File: config.mk
export PLATFORM = sky130hd
export DESIGN_NAME = imem_loader
export DESIGN_NICKNAME = d
export VERILOG_FILES = /design/src/rtl/imem_loader.sv
export SDC_FILE = /design/constraint.sdc
export NUM_CORES = 1
export LEC_CHECK = 0
export ABC_AREA = 1
export CORE_AREA = 4 4 87 130
export CTS_CLUSTER_DIAMETER = 200
export DETAILED_ROUTE_END_ITERATION = 6
export DIE_AREA = 0 0 91 134
export DONT_BUFFER_PORTS = 1
export PLACE_DENSITY = 0.74
export SYNTH_ARGS = -nofsm -noshare
export SYNTH_HDL_FRONTEND = slang
export SYNTH_SLANG_ARGS = --single-unit
File: constraint.sdc
create_clock -name clk -period 2 [get_ports clk]
set_clock_uncertainty 0.2 [all_clocks]
set_input_delay 0.4 -clock clk [delete_from_list [all_inputs] [get_ports clk]]
set_output_delay 0.4 -clock clk [all_outputs]
set_load 0.01 [all_outputs]
File: src/rtl/imem_loader.sv
// ---------------------------------------------------------------------------
// imem_loader
// Boot-time program loader sitting in front of the core's instruction fetch.
// It accepts a framed byte stream, assembles 32-bit little-endian words and
// writes them into instruction memory while the core is stalled. After a
// frame with a valid checksum, it releases the core with a one-cycle reset
// pulse so the PC restarts at 0.
//
// Frame layout:
//   SYNC_BYTE, LEN_LO, LEN_HI, 4*N data bytes (LSB first), CSUM
//   CSUM = sum modulo 256 of LEN_LO, LEN_HI and every data byte.
//
// Ports:
//   clk        system clock
//   rst        synchronous, active-high reset
//   rx_valid   byte available on rx_data
//   rx_data    incoming byte
//   rx_ready   loader accepts a byte (always 1 out of reset)
//   imem_we    instruction-memory write strobe, one cycle per word
//   imem_addr  word address of the write
//   imem_wdata instruction word
//   stop_en    stall request to the core PC (1 = hold)
//   core_rst   one-cycle reset pulse to the core after a good load
//   done       last frame loaded with a matching checksum
//   error      last frame rejected
// ---------------------------------------------------------------------------
module imem_loader #(
  parameter int         ADDR_W    = 8,
  parameter logic [7:0] SYNC_BYTE = 8'hA5
) (
  input  logic              clk,
  input  logic              rst,
  input  logic              rx_valid,
  input  logic [7:0]        rx_data,
  output logic              rx_ready,
  output logic              imem_we,
  output logic [ADDR_W-1:0] imem_addr,
  output logic [31:0]       imem_wdata,
  output logic              stop_en,
  output logic              core_rst,
  output logic              done,
  output logic              error
);

  typedef enum logic [2:0] {
    S_SYNC = 3'd0,
    S_LEN0 = 3'd1,
    S_LEN1 = 3'd2,
    S_DATA = 3'd3,
    S_CSUM = 3'd4,
    S_DONE = 3'd5,
    S_ERR  = 3'd6
  } state_t;

  state_t            state;
  logic [7:0]        len_lo;
  logic [15:0]       len;
  logic [7:0]        csum;
  logic [1:0]        byte_idx;
  logic [ADDR_W-1:0] word_idx;
  logic [23:0]       word_lo;

  logic        xfer;
  logic [15:0] len_next;
  logic        too_long;
  logic        last_word;

  assign xfer     = rx_valid & rx_ready;
  assign len_next = {rx_data, len_lo};
  // Capacity check done in 32 bits so N == 2**ADDR_W is still accepted.
  assign too_long = 32'(len_next) > (32'd1 << ADDR_W);
  // The word being completed now is the final one of the frame.
  assign last_word = (32'(word_idx) + 32'd1) == 32'(len);

  // Loader FSM with all outputs registered.
  always_ff @(posedge clk) begin
    if (rst) begin
      state      <= S_SYNC;
      rx_ready   <= 1'b1;
      imem_we    <= 1'b0;
      imem_addr  <= '0;
      imem_wdata <= 32'h0000_0000;
      stop_en    <= 1'b1;
      core_rst   <= 1'b0;
      done       <= 1'b0;
      error      <= 1'b0;
      len_lo     <= 8'h00;
      len        <= 16'h0000;
      csum       <= 8'h00;
      byte_idx   <= 2'd0;
      word_idx   <= '0;
      word_lo    <= 24'h00_0000;
    end else begin
      rx_ready <= 1'b1;
      // Strobes are single-cycle by construction.
      imem_we  <= 1'b0;
      core_rst <= 1'b0;

      // The cycle after the core_rst pulse releases the core, independent
      // of whether a byte arrives.
      if (state == S_DONE && core_rst) begin
        stop_en <= 1'b0;
        done    <= 1'b1;
      end

      if (xfer) begin
        case (state)
          S_SYNC: begin
            if (rx_data == SYNC_BYTE) state <= S_LEN0;
          end
          S_LEN0: begin
            len_lo <= rx_data;
            csum   <= rx_data;
            state  <= S_LEN1;
          end
          S_LEN1: begin
            len  <= len_next;
            csum <= csum + rx_data;
            if (too_long) begin
              state <= S_ERR;
              error <= 1'b1;
            end else if (len_next == 16'h0000) begin
              state <= S_CSUM;
            end else begin
              state    <= S_DATA;
              byte_idx <= 2'd0;
              word_idx <= '0;
            end
          end
          S_DATA: begin
            csum     <= csum + rx_data;
            byte_idx <= byte_idx + 2'd1;
            case (byte_idx)
              2'd0: word_lo[7:0]   <= rx_data;
              2'd1: word_lo[15:8]  <= rx_data;
              2'd2: word_lo[23:16] <= rx_data;
              2'd3: begin
                imem_we    <= 1'b1;
                imem_addr  <= word_idx;
                imem_wdata <= {rx_data, word_lo};
                word_idx   <= word_idx + 1'b1;
                if (last_word) state <= S_CSUM;
              end
              default: word_lo <= word_lo;
            endcase
          end
          S_CSUM: begin
            if (rx_data == csum) begin
              state    <= S_DONE;
              core_rst <= 1'b1;
            end else begin
              state <= S_ERR;
              error <= 1'b1;
            end
          end
          S_DONE: begin
            // A new frame re-stalls the core and withdraws done.
            if (rx_data == SYNC_BYTE) begin
              state   <= S_LEN0;
              stop_en <= 1'b1;
              done    <= 1'b0;
            end
          end
          S_ERR: begin
            if (rx_data == SYNC_BYTE) begin
              state <= S_LEN0;
              error <= 1'b0;
            end
          end
          default: begin
            state <= S_SYNC;
          end
        endcase
      end
    end
  end

endmodule

-- Yosys cells after proc, flatten, opt, wreduce, memory -nomap -nowiden
Cells that the tools add are included.
- register bits after elaboration: 114
- bits in latches: 0
- bits in writable memories: 0
- ROM bits: 0
- input port bits: 11
- output and inout port bits: 46
- word-level logic and storage cells: 95
- memories: 0
- add/sub/neg operators: 4
- multiply operators: 0
- div/mod/pow operators: 0
- order comparisons: 1
- eq/ne operators: 20
- shifts and indexed selects: 0
- muxes and demuxes: 29
- bitwise gates (word level): 3
- reductions and logical operators: 22
- operators by type and width (kind ; number):
    $pmux 8 s2 ; 2
    $mux 8 ; 3
    $eq 9x16->1 ; 1
    $gt 16x9->1 const B ; 1
    $logic_not 16->1 ; 1
    $mux 3 ; 5
    $pmux 3 s5 ; 1
    $ne 2x2->1 const B ; 7
    $mux 1 ; 13
    $reduce_and 3->1 ; 4
    $reduce_and 5->1 ; 2
    $add 8x1->9 const B ; 1
    $eq 3x3->1 const B ; 3
    $reduce_or 3->1 ; 3
    $add 8x1->8 const B ; 1
    $add 8x8->8 ; 1
    $eq 8x8->1 ; 1
    $eq 8x8->1 const B ; 1
    $reduce_and 4->1 ; 2
    $eq 3x2->1 const B ; 2
    $mux 2 ; 3
    $reduce_and 2->1 ; 3
    $eq 2x2->1 const B ; 2
    $pmux 2 s2 ; 1
    12 further kinds ; 15

-- Logic depth before layout (Yosys ltp)
- depth in word-level cells: 6
- depth in mapped cells: 15
- gate-level depth less buffers: 15

-- Worst setup path after synthesis
Ideal clock, no wire load.
- path type: input to register
- from: input rx_data[0]
- to: register csum[6]
- arrival: 1605 ps
- data required time: 1670 ps
- setup slack: 65 ps
- stages: 12
- cells stage by stage: ha_1 inv_1 fa_1 inv_1 nand3_1 nand2_1 nand2_1 nand2_1 a21o_1 nor2_1 o21ai_0 a21oi_1
- word-level cells in the longest chain between the ends: 2
- ends and longest elaborated chain (element ; line ; RTL):
    start: declaration ; 34 ; input logic [7:0] rx_data,
    $add 8x8->8 ; 118, 131 ;
    $pmux 8 s2 ; 107 ; case (state)
    end signal: assignment ; 113 ; csum <= rx_data;
    end signal: assignment ; 118 ; csum <= csum + rx_data;
    end signal: assignment ; 131 ; csum <= csum + rx_data;
    end: declaration ; 58 ; logic [7:0] csum;
No other way between the ends.
A chain may end at the register's enable or synchronous reset.

-- Final worst setup path
- from: register word_idx[1]
- to: register state[2]
- word-level cells in the longest chain between the ends: 4
- ends and longest elaborated chain (element ; line ; RTL):
    start: declaration ; 60 ; logic [ADDR_W-1:0] word_idx;
    start signal: assignment ; 141 ; word_idx <= word_idx + 1'b1;
    $add 8x1->9 ; 73 ; assign last_word = (32'(word_idx) + 32'd1) == 32'(len);
    $eq 9x16->1 ; 73 ;
    $ne 2x2->1 (no source line) ; n/a ;
    $reduce_and 4->1 (no source line) ; n/a ;
    end signal: assignment ; 78 ; state <= S_SYNC;
    end signal: assignment ; 109 ; if (rx_data == SYNC_BYTE) state <= S_LEN0;
    end signal: assignment ; 114 ; state <= S_LEN1;
    end: declaration ; 55 ; state_t state;
No other way between the ends.

==> results.cfg <==
[detailed_routing]
postRouteAntennaNets = 0
drt_iter0_drc = 320
via_count = 4786
firstDrtPassIters = 5
routed_wl_um = 13400
vias_per_cell = 5.60
wl_per_cell_um = 15.7
drc = 0

[outcome]
outcome = completed

[clocking]
h-tree-depth = 4
clock_path_buffers = 2
cts_tree = yes
cts_made_buffers = 17
clock_latency_ns = 0.41
cts.clk_slew.worst_paths_ns = 0.05
cts-root-buf = clkbuf_16
clkSinkCount = 114

[place]
dp_slack_ns = -0.146
portBuffers = 0
place_hpwl_um = 9120
place_inst = 818
place_area_um2 = 5380
routabilityCongestion = 0.900

[sta]
rsz0062_at_grt = yes
setup_ws_ns = 0.0985
fmax_mhz = 526
hold_viol = 0
drv_slew = 0
setup_viol = 0
fin_setup_tns_ns = 0
period_minus_slack_ns = 1.90
fin_crit_sh_pct = 95.1

[synthesis]
synth_compound_area_share_pct = 21.7
synthAdderAreaFrac_pct = 3.38
seq_area_frac_synth_pct = 45.3
synth-simple-area-share_pct = 21.2
yosys-top-cells-area = dfxtp_1, o21ai_0, a21oi_1
synth_top_cell_by_area = dfxtp_1
synth_top_family_by_area = compound AO/OA/AOI/OAI gates
synth.distinct_cells = 33
synth_xor_area_share_pct = 0.174
synth_top_area_share_pct = 45.3
syn-num-nets = 716
syn_area_um2 = 5040
synthCells = 692
yosys_register_bits = 114
synthMuxAreaShare_pct = 0
avgSynthCellArea_um2 = 7.28
yosysWarnings = 0

[power_and_ir_drop]
combPwrFrac_pct = 24.2
switching_share_pct = 30.5
powerDensity_nw_per_um2 = 1220
p_leak_uw = 0.00264
p_int_uw = 5150
ir_worst_vdd_uv = 885
p_clk_share_pct = 39.2
netSwitchingPower_uw = 2260
p_seq_share_pct = 36.6

[worst_setup_path]
arrival_ns = 2.00
crit_fanout = 5
r2r_slack_ns = 0.1
setup.worst_path.start_class = register
critical_path_class = register to register
reg2reg_depth = 14
rr_startpoint = word_idx[1]
reg2reg_to = state[2]
required_ns = 2.10
end_kind = register

[final_layout]
drive_gt1_share_pct = 15.7
area_delta_synth_final_pct = 21.0
layoutNonFillerInstCount = 854
multi_input_area_um2 = 2430
final_util_pct = 60.1
num-nets-final = 750
final_area_um2 = 6090
seq_area_um2 = 2290
n_fill_cell = 855
antenna_cells = 0

[die]
fp.dieW_um = 91
fp.dieH_um = 134
start_util_pct = 49.7
rows = 45
coreArea_um2 = 10100
ios = 57
die_area_um2 = 12200

[grt]
grt_pass1_vias = 4544
grtUsageTotal_pct = 21.5
grt_antenna_before_repair = 0
overflow = 0
grt_max_degree = 57
grt_pass1_wl_um = 21100

[hold_path]
min_path_cells = 2
hp-start = rx_data[4]
min_to = csum[4]
hp-class = primary input to register

[run]
maxCapViolCount = 0
logic make-up (layout without fill, tap and decap cells):
logic type                 after synthesis  after routing
other                                    1              1
and+or+nand+nor                        248            248
DFF                                    114            114
buffers and inverters                  101            146
AOI/OAI and AO/OA                      214            214
xor gates and xnor gates                 1              1
adders and majority gates               13             13
how the worst max path moves through the flow:
stage | from | cells past startpoint | endpoint | slack [ns]
floorplan | rx_data[0] | 12 | csum[6] | 0.07
global placement | rx_data[0] | 12 | csum[6] | -0.08
detailed placement | rx_data[0] | 11 | word_idx[3] | -0.15
CTS | word_idx[1] | 14 | state[2] | 0.003
global route | csum[3] | 10 | csum[6] | -0.09
finish | word_idx[1] | 14 | state[2] | 0.1
flip-flops by register name (all words and copies together) (netlist names), 2 cells and up:
| name | count |
|---|---|
| imem_wdata | 32 |
| word_lo | 24 |
| len | 16 |
| csum | 8 |
| imem_addr | 8 |
| len_lo | 8 |
| word_idx | 8 |
| state | 3 |
| byte_idx | 2 |
area by class of cell:
class,instances,share of cell area (%)
clock buffer,20,7.49
sequential,114,37.6
clock inverter,10,1.83
inverter,68,4.29
multi-input combinational,477,39.8
timing repair buffer,48,6.61
tap,117,2.40
layout by cell type (no fill, tap or decap), types with 9 or more instances in the layout:
cell / count
dfxtp_1: 110
o21ai_0: 102
a21oi_1: 101
nand2_1: 93
nor2_1: 84
inv_1: 56
buf_4: 43
nand3_1: 34
clkbuf_16: 17
inv_2: 9
ha_1: 9
layer usage:
layer	GRT usage (%)	up-vias	wire, µm
met3	6.29	58	946
met5	0	-	0
met1	22.7	2184	5150
li1	-	2363	-
met4	12.0	0	567
met2	38.0	181	6730
critical path, cell delays in order, from the launching register on:
cell and delay [ns]:
dfxtp_4 0.36, ha_4 0.28, inv_2 0.03, nand2_1 0.05
nand2_1 0.05, nor2_2 0.08, nand2_1 0.06, nor2_1 0.11
nand2_1 0.07, nor2_2 0.09, nand3_1 0.09, nand2_2 0.14
nand3_1 0.09, nand2_1 0.06, nor2_1 0.04
power by group through the flow:
stage	Sequential [µW]	Combinational [µW]	Clock [µW]
after floorplan	2690	1110	0
after detailed placement	2730	1640	0
final	2710	1790	2900
after global placement	2720	1590	0
after CTS	2690	1680	2920
after global routing	2730	2010	3030
per-stage QoR:
step / total power [µW] / hold WS (ns)
floorplan: 3800 / 0.249
finish: 7410 / 0.00416
detailed placement: 4370 / 0.263
global route: 7780 / 0.0240
CTS: 7280 / 0.00218
global placement: 4320 / 0.253
cell usage after synthesis, drive strengths merged:
master / n
dfxtp: 114
o21ai: 109
buf: 14
fa: 1
o21a: 1
o31ai: 1
nor2: 95
a21oi: 101
nand4: 7
nand3b: 4
a21o: 1
ha: 12
xnor2: 1
o211a: 1
nor3: 8
clkinv: 1
clkbuf: 19
nand2: 96
conb: 1
or2: 1
nand3: 36
and2: 1
inv: 67
timing repair:
action	in CTS	in global routing
gates resized for setup	7	25
hold buffers	2	0
buffers inserted	1	3
pin swaps	2	11
hold endpoints to repair	9	0
gates cloned	0	0
setup endpoints to repair	14	44
Note: power is estimated with default switching activity, not from simulation.
